==> src/rtl/etroc_sync_pkg.sv <==
// Shared definitions for the ETROC2 frame-sync lock/error supervisor:
// per-channel state codes and the resync counter width.
package etroc_sync_pkg;

  typedef logic [2:0] state_t;

  localparam state_t ST_UNLOCKED = 3'd0;
  localparam state_t ST_LOCKED   = 3'd1;
  localparam state_t ST_RESYNC   = 3'd2;
  localparam state_t ST_HOLDOFF  = 3'd3;
  localparam state_t ST_FAILED   = 3'd4;

  localparam int RESYNC_CNT_W = 8;

  // Saturating increment for the resync counter (sticks at 255).
  function automatic logic [RESYNC_CNT_W-1:0] rs_sat_inc(input logic [RESYNC_CNT_W-1:0] v);
    return (v == '1) ? v : v + RESYNC_CNT_W'(1);
  endfunction

endpackage

==> src/rtl/frame_sync_ch_fsm.sv <==
// One channel of the frame-sync supervisor: lock qualification, sticky
// error flag with saturating error counter, bounded forced-resync retries
// with holdoff, and a terminal FAILED state left only by clr_error/reset.
module frame_sync_ch_fsm
  import etroc_sync_pkg::*;
#(
  parameter int LOCK_CYCLES    = 16,
  parameter int HOLDOFF_CYCLES = 64,
  parameter int MAX_RESYNC     = 8,
  parameter int CNT_W          = 16
) (
  input  logic                    clk,
  input  logic                    rst,
  input  logic                    clr_error,
  input  logic                    enable_auto_sync,
  input  logic                    aligned,
  input  logic                    trig_synched,
  input  logic                    link_consistent,
  input  logic                    data_valid,
  input  logic                    transient_error,
  output logic                    force_resync,
  output logic                    data_error,
  output logic                    ch_failed,
  output logic [2:0]              ch_state,
  output logic [CNT_W-1:0]        err_count,
  output logic [RESYNC_CNT_W-1:0] resync_count
);

  localparam int LOCK_W = $clog2(LOCK_CYCLES + 1);
  localparam int HOLD_W = $clog2(HOLDOFF_CYCLES + 1);

  localparam logic [LOCK_W-1:0] LOCK_TARGET = LOCK_W'(LOCK_CYCLES);
  localparam logic [HOLD_W-1:0] HOLD_LAST   = HOLD_W'(HOLDOFF_CYCLES - 1);
  localparam logic [CNT_W-1:0]  ERR_MAX     = '1;

  state_t                  state_q, state_d;
  logic [LOCK_W-1:0]       lock_cnt_q, lock_cnt_d;
  logic [HOLD_W-1:0]       hold_cnt_q, hold_cnt_d;
  logic [CNT_W-1:0]        err_cnt_q, err_cnt_d;
  logic                    err_flag_q, err_flag_d;
  logic [RESYNC_CNT_W-1:0] rs_cnt_q, rs_cnt_d;
  logic [RESYNC_CNT_W-1:0] rs_inc;
  logic                    qual;

  assign qual = aligned & trig_synched;

  // The resync count a RESYNC cycle would commit; a same-cycle clear
  // restarts it from zero so a clear-triggered resync leaves it at 1.
  assign rs_inc = rs_sat_inc(clr_error ? '0 : rs_cnt_q);

  // State and counter registers; reset returns the channel to UNLOCKED.
  always_ff @(posedge clk or posedge rst) begin
    if (rst) begin
      state_q    <= ST_UNLOCKED;
      lock_cnt_q <= '0;
      hold_cnt_q <= '0;
      err_cnt_q  <= '0;
      err_flag_q <= 1'b0;
      rs_cnt_q   <= '0;
    end else begin
      state_q    <= state_d;
      lock_cnt_q <= lock_cnt_d;
      hold_cnt_q <= hold_cnt_d;
      err_cnt_q  <= err_cnt_d;
      err_flag_q <= err_flag_d;
      rs_cnt_q   <= rs_cnt_d;
    end
  end

  // Next-state logic; clr_error outranks every other condition.
  always_comb begin
    state_d = state_q;
    case (state_q)
      ST_UNLOCKED: begin
        if (lock_cnt_q == LOCK_TARGET) state_d = ST_LOCKED;
      end
      ST_LOCKED: begin
        if (clr_error)                                state_d = ST_RESYNC;
        else if (!qual)                               state_d = ST_UNLOCKED;
        else if (enable_auto_sync && !link_consistent) state_d = ST_RESYNC;
      end
      ST_RESYNC: begin
        if (MAX_RESYNC != 0 && int'(rs_inc) >= MAX_RESYNC) state_d = ST_FAILED;
        else                                               state_d = ST_HOLDOFF;
      end
      ST_HOLDOFF: begin
        if (hold_cnt_q == HOLD_LAST) state_d = ST_UNLOCKED;
      end
      ST_FAILED: begin
        if (clr_error) state_d = ST_UNLOCKED;
      end
      default: state_d = ST_UNLOCKED;
    endcase
  end

  // Counter datapath: lock/holdoff timers, error count and resync count.
  always_comb begin
    lock_cnt_d = '0;
    hold_cnt_d = '0;
    err_cnt_d  = err_cnt_q;
    err_flag_d = err_flag_q;
    rs_cnt_d   = clr_error ? '0 : rs_cnt_q;

    // Lock timer runs only while unlocked; any gap in qualification restarts it.
    if (state_q == ST_UNLOCKED && lock_cnt_q != LOCK_TARGET && qual)
      lock_cnt_d = lock_cnt_q + LOCK_W'(1);

    // Holdoff timer starts at zero on entry and stops at the exit cycle.
    if (state_q == ST_HOLDOFF && state_d == ST_HOLDOFF)
      hold_cnt_d = hold_cnt_q + HOLD_W'(1);

    // Errors only count while locked; a coincident clear wins.
    if (clr_error) begin
      err_cnt_d  = '0;
      err_flag_d = 1'b0;
    end else if (state_q == ST_LOCKED && data_valid && transient_error) begin
      err_flag_d = 1'b1;
      if (err_cnt_q != ERR_MAX) err_cnt_d = err_cnt_q + CNT_W'(1);
    end

    if (state_q == ST_RESYNC) rs_cnt_d = rs_inc;
  end

  // Outputs decode registered state only, so reset removes them at once.
  always_comb begin
    force_resync = (state_q == ST_RESYNC);
    ch_failed    = (state_q == ST_FAILED);
    ch_state     = state_q;
    data_error   = err_flag_q;
    err_count    = err_cnt_q;
    resync_count = rs_cnt_q;
  end

endmodule

==> src/rtl/etroc_multi_frame_sync_monitor.sv <==
// Multi-channel ETROC2 frame-sync supervisor: one independent channel FSM
// per link, packed status buses and an all-channels-locked summary.
module etroc_multi_frame_sync_monitor
  import etroc_sync_pkg::*;
#(
  parameter int NCH            = 4,
  parameter int LOCK_CYCLES    = 16,
  parameter int HOLDOFF_CYCLES = 64,
  parameter int MAX_RESYNC     = 8,
  parameter int CNT_W          = 16
) (
  input  logic                   clk40,
  input  logic                   reset,
  input  logic                   clr_error,
  input  logic [NCH-1:0]         enable_auto_sync,
  input  logic [NCH-1:0]         aligned,
  input  logic [NCH-1:0]         trig_synched,
  input  logic [NCH-1:0]         link_consistent,
  input  logic [NCH-1:0]         data_valid,
  input  logic [NCH-1:0]         transient_error,
  output logic [NCH-1:0]         force_resync,
  output logic [NCH-1:0]         data_error,
  output logic [NCH-1:0]         ch_failed,
  output logic [3*NCH-1:0]       ch_state,
  output logic [CNT_W*NCH-1:0]   err_count,
  output logic [8*NCH-1:0]       resync_count,
  output logic                   all_locked
);

  logic [NCH-1:0] locked_vec;

  generate
    for (genvar gi = 0; gi < NCH; gi++) begin : g_ch
      frame_sync_ch_fsm #(
        .LOCK_CYCLES   (LOCK_CYCLES),
        .HOLDOFF_CYCLES(HOLDOFF_CYCLES),
        .MAX_RESYNC    (MAX_RESYNC),
        .CNT_W         (CNT_W)
      ) u_ch (
        .clk             (clk40),
        .rst             (reset),
        .clr_error       (clr_error),
        .enable_auto_sync(enable_auto_sync[gi]),
        .aligned         (aligned[gi]),
        .trig_synched    (trig_synched[gi]),
        .link_consistent (link_consistent[gi]),
        .data_valid      (data_valid[gi]),
        .transient_error (transient_error[gi]),
        .force_resync    (force_resync[gi]),
        .data_error      (data_error[gi]),
        .ch_failed       (ch_failed[gi]),
        .ch_state        (ch_state[3*gi +: 3]),
        .err_count       (err_count[CNT_W*gi +: CNT_W]),
        .resync_count    (resync_count[RESYNC_CNT_W*gi +: RESYNC_CNT_W])
      );

      assign locked_vec[gi] = (ch_state[3*gi +: 3] == ST_LOCKED);
    end
  endgenerate

  // Channel states are registered, so this reduction tracks them with no extra delay.
  always_comb begin
    all_locked = &locked_vec;
  end

endmodule

==> config.mk <==
export PLATFORM = sky130hd
export DESIGN_NAME = etroc_multi_frame_sync_monitor
export DESIGN_NICKNAME = d
export VERILOG_FILES = /design/src/rtl/etroc_sync_pkg.sv /design/src/rtl/frame_sync_ch_fsm.sv /design/src/rtl/etroc_multi_frame_sync_monitor.sv
export SDC_FILE = /design/constraint.sdc
export NUM_CORES = 1
export LEC_CHECK = 0
export CORE_UTILIZATION = 48
export CTS_CLUSTER_SIZE = 10
export DETAILED_ROUTE_END_ITERATION = 10
export MAX_ROUTING_LAYER = met4
export PLACE_DENSITY_LB_ADDON = 0.2
export SLEW_MARGIN = 5
export SYNTH_ARGS = -nofsm -noshare
export SYNTH_HDL_FRONTEND = slang
export SYNTH_SLANG_ARGS = --single-unit
==> constraint.sdc <==
create_clock -name clk40 -period 5.3 [get_ports clk40]
set_input_delay 0.795 -clock clk40 [delete_from_list [all_inputs] [get_ports clk40]]
set_output_delay 0.795 -clock clk40 [all_outputs]
set_load 0.05 [all_outputs]
### Word level (Yosys, flattened, before mapping)

Cells that the tools add are included.

* register bits after elaboration: 160
* latch bits: 0
* bits in writable memories: 0
* ROM bits: 0
* input bits: 27
* output and inout port bits: 121
* logic and storage cells: 205
* memories: 0

* add/sub/neg operators: 16
* multipliers: 0
* divide/modulo/power cells: 0
* magnitude comparators: 4
* equal/unequal tests: 40
* shift operators: 0
* muxes and demuxes: 72
* bitwise logic cells: 4
* reductions and logical operators: 45

Operator list (count)
* 2-to-1 mux 16 bit: 12
* 2-to-1 mux 8 bit: 12
* 2-to-1 mux 3 bit: 28
* adder 16 x 1 -> 16 bit, second input constant: 4
* inequality test 16 bit, second input constant: 4
* case mux 3 bit (5 select lines): 4
* equality test 3 x 2 -> 1 bit, second input constant: 12
* adder 8 x 1 -> 8 bit, second input constant: 4
* equality test 8 bit, second input constant: 4
* >= comparator 8 x 4 -> 1 bit, second input constant: 4
* adder 7 x 1 -> 7 bit, second input constant: 4
* equality test 7 x 6 -> 1 bit, second input constant: 4
* 2-to-1 mux 7 bit: 4
* logical AND 1 bit: 24
* adder 5 x 1 -> 5 bit, second input constant: 4
* equality test 5 bit, second input constant: 4
* 2-to-1 mux 5 bit: 4
* inequality test 5 bit, second input constant: 4
* nonzero test 2 bit: 8
* equality test 3 x 1 -> 1 bit, second input constant: 4
* equality test 3 bit, second input constant: 4
* zero test 3 bit: 4
* 2-to-1 mux 1 bit: 8
* AND reduction 2 bit: 4
* 3 further kinds: 9

### Depth between registers and ports, before layout

* depth after elaboration: 9
* gate-level depth with buffers: 7
* gate-level depth less buffers: 7

### Modules after synthesis

Synthesis repeated with hierarchy kept, for this count alone.

* cell total of the unflattened synthesis: 869
* area, all modules: 8474.4 um^2

By module, submodules not included
* frame_sync_ch_fsm (g_ch[0].u_ch ...): times used 3, cells an instance 215, area each 2093.3 um^2
* frame_sync_ch_fsm (g_ch[1].u_ch): times used 1, cells an instance 220, area each 2148.3 um^2
* etroc_multi_frame_sync_monitor: times used 1, cells an instance 4, area each 46.3 um^2

### Least setup slack after synthesis

OpenSTA, ideal clock, no wires.

* path kind: reg-to-output
* start point: register g_ch[2].u_ch.state_q[0]
* end point: output all_locked
* arrival: 2.876 ns
* slack: 1.629 ns
* stages on the path, launching flop included: 5
* buffers on the path: 2
* cell sequence: dfrtp_1 buf_4 or3b_1 buf_2 nor4_1

* longest elaborated chain between the ends: 2

Ends and longest elaborated chain
* start, declared: RTL line frame_sync_ch_fsm.sv:36 `state_t state_q, state_d;`
* start signal, assigned: RTL line frame_sync_ch_fsm.sv:61 `state_q <= state_d;`
* equality test 3 x 1 -> 1 bit: RTL line etroc_multi_frame_sync_monitor.sv:57 `assign locked_vec[gi] = (ch_state[3*gi +: 3] == ST_LOCKED);`
* AND reduction 4 bit: RTL line etroc_multi_frame_sync_monitor.sv:63 `all_locked = &locked_vec;`
* end, declared: RTL line etroc_multi_frame_sync_monitor.sv:27 `output logic all_locked`

Every way passes these cells.

### Worst setup path after layout

Same ends and word-level chain as after synthesis.

==> impl_metrics.py <==
metrics = {
    "outcome": {
        "outcome": "finished, final reports clean",
    },
    "die": {
        "die-area_um2": 17660,
        "num_rows": 47,
        "top_level_ports": 148,
        "die_w_um": 132.9,
        "core-area_um2": 16640,
        "die_h_um": 132.9,
        "initial_utilization": 0.4942,
    },
    "placement": {
        "post-dp-hpwl_um": 12680,
        "port_buffers": 147,
        "dpl.cell_count": 1195,
        "place_congestion": 0.8426,
    },
    "timing": {
        "max_freq_ghz": 0.2931,
        "finClkSkew_ns": 0.006960,
        "period_share": 0.6438,
        "hold_viol_final": 0,
        "setup_viol": 0,
        "slew_headroom": 0.4075,
        "worst_pin_slew_ns": 0.8773,
        "period_minus_slack_ns": 3.412,
        "timing.setup.tns_ns": 0,
        "drv_slew": 0,
        "rsz0062_at_grt": "no",
    },
    "yosys": {
        "synth-simple-area-share": 0.2625,
        "async_reset_ff_frac": 1.000,
        "ys_top_cells_by_area": "dfrtp_1 (49%), nor2_1 (6.5%), xnor2_1 (5.5%), xor2_1 (2.9%), nand3_1 (2.8%)",
        "synth_mux_area_frac": 0.01749,
        "synth-edff-count": 0,
        "synth_top_family_by_area": "simple AND/OR/NAND/NOR gates",
        "yosysTopAreaCellShare": 0.4868,
        "post-synth-top-area-cell": "dfrtp_1",
        "yosysSeqAreaShare": 0.4868,
        "synthFlopType": "dfrtp_1",
        "syn_avg_cell_area_um2": 9.531,
        "synth_xor_area_frac": 0.08412,
        "synth_compound_area_frac": 0.08534,
        "yosys_warnings": 0,
        "synth_fa_ha_area_frac": 0.02434,
        "synthesis.nets": 906,
        "syn_inst": 863,
        "synth_cell_types": 62,
        "ys_seq_elements": 160,
        "syn_area_um2": 8225,
    },
    "clock_network": {
        "cts.sinks": 160,
        "clkTransAtPathRegs_ns": 0.06,
        "tritoncts": "yes",
        "cts_buffers": 17,
        "postCtsSetupBuffers": 0,
        "hold_buffers": 0,
        "clk_latency_ns": 0.42,
        "clockBufferDepth": 2,
        "cts_max_level": 4,
        "root_buffer": "clkbuf_16",
        "cts_resized": 0,
    },
    "final_layout": {
        "layoutNonFillerInstCount": 1226,
        "n_antenna_cell": 0,
        "area_growth_pct": 25.78,
        "drive_gt1_frac": 0.04473,
        "final_cell_mix": "dfrtp_1 (160), clkdlybuf4s50_1 (146), nor2_1 (143)",
        "fillerInstances": 1423,
        "layout.nets": 1037,
        "final_common_cell": "dfrtp_1",
    },
    "pwr": {
        "power.leakage_nw": 4.183,
        "powerDensity_nw_per_um2": 315.4,
        "ir_worst_vdd_mv": 0.2460,
    },
    "critical_path": {
        "endpoint_kind": "primary output",
        "start_kind": "flip-flop",
        "crit-reg2reg-launch": "g_ch[0].u_ch.ch_state[1]$_DFF_PP0_",
        "crit_start": "g_ch[2].u_ch.ch_state[0]$_DFF_PP0_",
        "reg2reg_to": "g_ch[0].u_ch.err_count[11]$_DFFE_PP0P_",
        "required_ns": 4.51,
        "cp_max_fo": 9,
        "critPathKind": "flip-flop to primary output",
        "r2r_slack_ns": 3.02,
        "rr_worst_depth": 5,
        "cp.arrival_ns": 2.62,
        "critPathCapture": "all_locked",
    },
    "flow_run": {
        "cap_violations": 0,
    },
    "detailed_routing": {
        "viasPerCell": 5.515,
        "wl_um": 18130,
        "vias": 6762,
        "routedWlPerCell_um": 14.79,
        "drc": 0,
        "drt_iter0_markers": 336,
        "firstDrtPassIters": 7,
        "drtAntennaViolNets": 0,
    },
    "hold_path": {
        "hold_path.class": "flip-flop to flip-flop",
    },
    "global_route": {
        "grt_pass1_vias": 6332,
        "overflow": 0,
        "grt_max_degree": 88,
        "grtUsageTotal": 0.2234,
        "grt_pass1_wl_um": 30790,
        "antenna_found_initial": 0,
    },
}
[logic make-up after synthesis]
family,after synthesis
compound gates,105
xor+xnor,79
fa+ha+maj,16
buf+inv,70
flops,160
mux,14
simple gates,419
[layout make-up]
cell class	instances	area [um2]	area share
timing repair buffer	149	1496	0.1446
sequential	160	4004	0.3870
clock buffer	26	489.2	0.04728
inverter	33	128.9	0.01246
multi-input combinational	633	3897	0.3767
tap	220	275.3	0.02661
clock inverter	5	55.05	0.005321
[flip-flops by register name (all words and copies together), names as in the netlist]
signal,flops
g_ch.u_ch.ch_state,12
g_ch.u_ch.hold_cnt_q,28
g_ch.u_ch.data_error,4
g_ch.u_ch.resync_count,32
g_ch.u_ch.lock_cnt_q,20
g_ch.u_ch.err_count,64
[how the worst min path moves through the flow]
stage | depth (start not counted) | end | start | slack [ns]
2_1_floorplan | 1 | g_ch[0].u_ch.hold_cnt_q[0]$_DFF_PP0_ | g_ch[0].u_ch.hold_cnt_q[0]$_DFF_PP0_ | 0.43
3_3_place_gp | 1 | g_ch[1].u_ch.hold_cnt_q[0]$_DFF_PP0_ | g_ch[1].u_ch.hold_cnt_q[0]$_DFF_PP0_ | 0.44
3_5_place_dp | 1 | g_ch[1].u_ch.hold_cnt_q[0]$_DFF_PP0_ | g_ch[1].u_ch.hold_cnt_q[0]$_DFF_PP0_ | 0.45
4_1_cts | 1 | g_ch[1].u_ch.hold_cnt_q[0]$_DFF_PP0_ | g_ch[1].u_ch.hold_cnt_q[0]$_DFF_PP0_ | 0.45
5_1_grt | 1 | g_ch[2].u_ch.hold_cnt_q[0]$_DFF_PP0_ | g_ch[2].u_ch.hold_cnt_q[0]$_DFF_PP0_ | 0.48
6_report | 1 | g_ch[1].u_ch.hold_cnt_q[0]$_DFF_PP0_ | g_ch[1].u_ch.hold_cnt_q[0]$_DFF_PP0_ | 0.45
[per-stage QoR]
stage / hold WS [ns] / utilization / total power [mW] / setup slack (ns) / cell area, um2
floorplan: 0.4251 / - / 1.929 / 0.1851 / 8225
global placement: 0.4428 / 0.5890 / 2.136 / 2.332 / 9802
detailed placement: 0.4457 / 0.5890 / 2.143 / 2.332 / 9802
CTS: 0.4539 / 0.6217 / 3.295 / 1.872 / 10350
global route: 0.4791 / 0.6217 / 3.419 / 1.747 / 10350
finish: 0.4540 / 0.6217 / 3.263 / 1.888 / 10350
[synthesized netlist by cell type, types with 3 or more instances]
cell	count
mux2i_1	11
dfrtp_1	160
buf_1	5
inv_1	33
buf_4	14
a31oi_1	12
a21oi_1	27
or3b_1	4
ha_1	16
nor2_1	143
mux2_2	3
o21ai_0	15
nand3b_1	3
or4_1	6
and3_1	18
a311oi_1	5
nand2b_1	7
o211ai_1	9
and2_1	7
o2111ai_1	4
a41oi_1	3
nand2_1	45
o41ai_1	3
nand4_1	24
a211oi_1	10
nor2b_1	12
o31ai_1	3
and4_1	9
nor3b_1	8
or3_1	10
xnor2_1	52
nor4_1	18
nand3_1	46
clkbuf_1	16
nor3_1	41
xor2_1	27
[critical path: stages (launching register included)]
cell	delay, ns
dfrtp_1	0.47
or3b_1	0.51
nor4_1	0.32
clkdlybuf4s50_1	0.89
[power by group]
part	internal (mW)	switching [mW]	leakage, nW	total, mW
Clock	0.679	0.459	0.260	1.14
Combinational	0.248	0.481	1.74	0.729
Sequential	1.30	0.0968	2.18	1.39
Total	2.22	1.04	4.18	3.26
[metal layers]
layer,global-route usage,share of wire
met1,0.2866,0.46
met4,0.08876,0.022
met5,-,0
met3,0.04713,0.052
met2,0.3453,0.47
(Power assumes the default switching activity.)
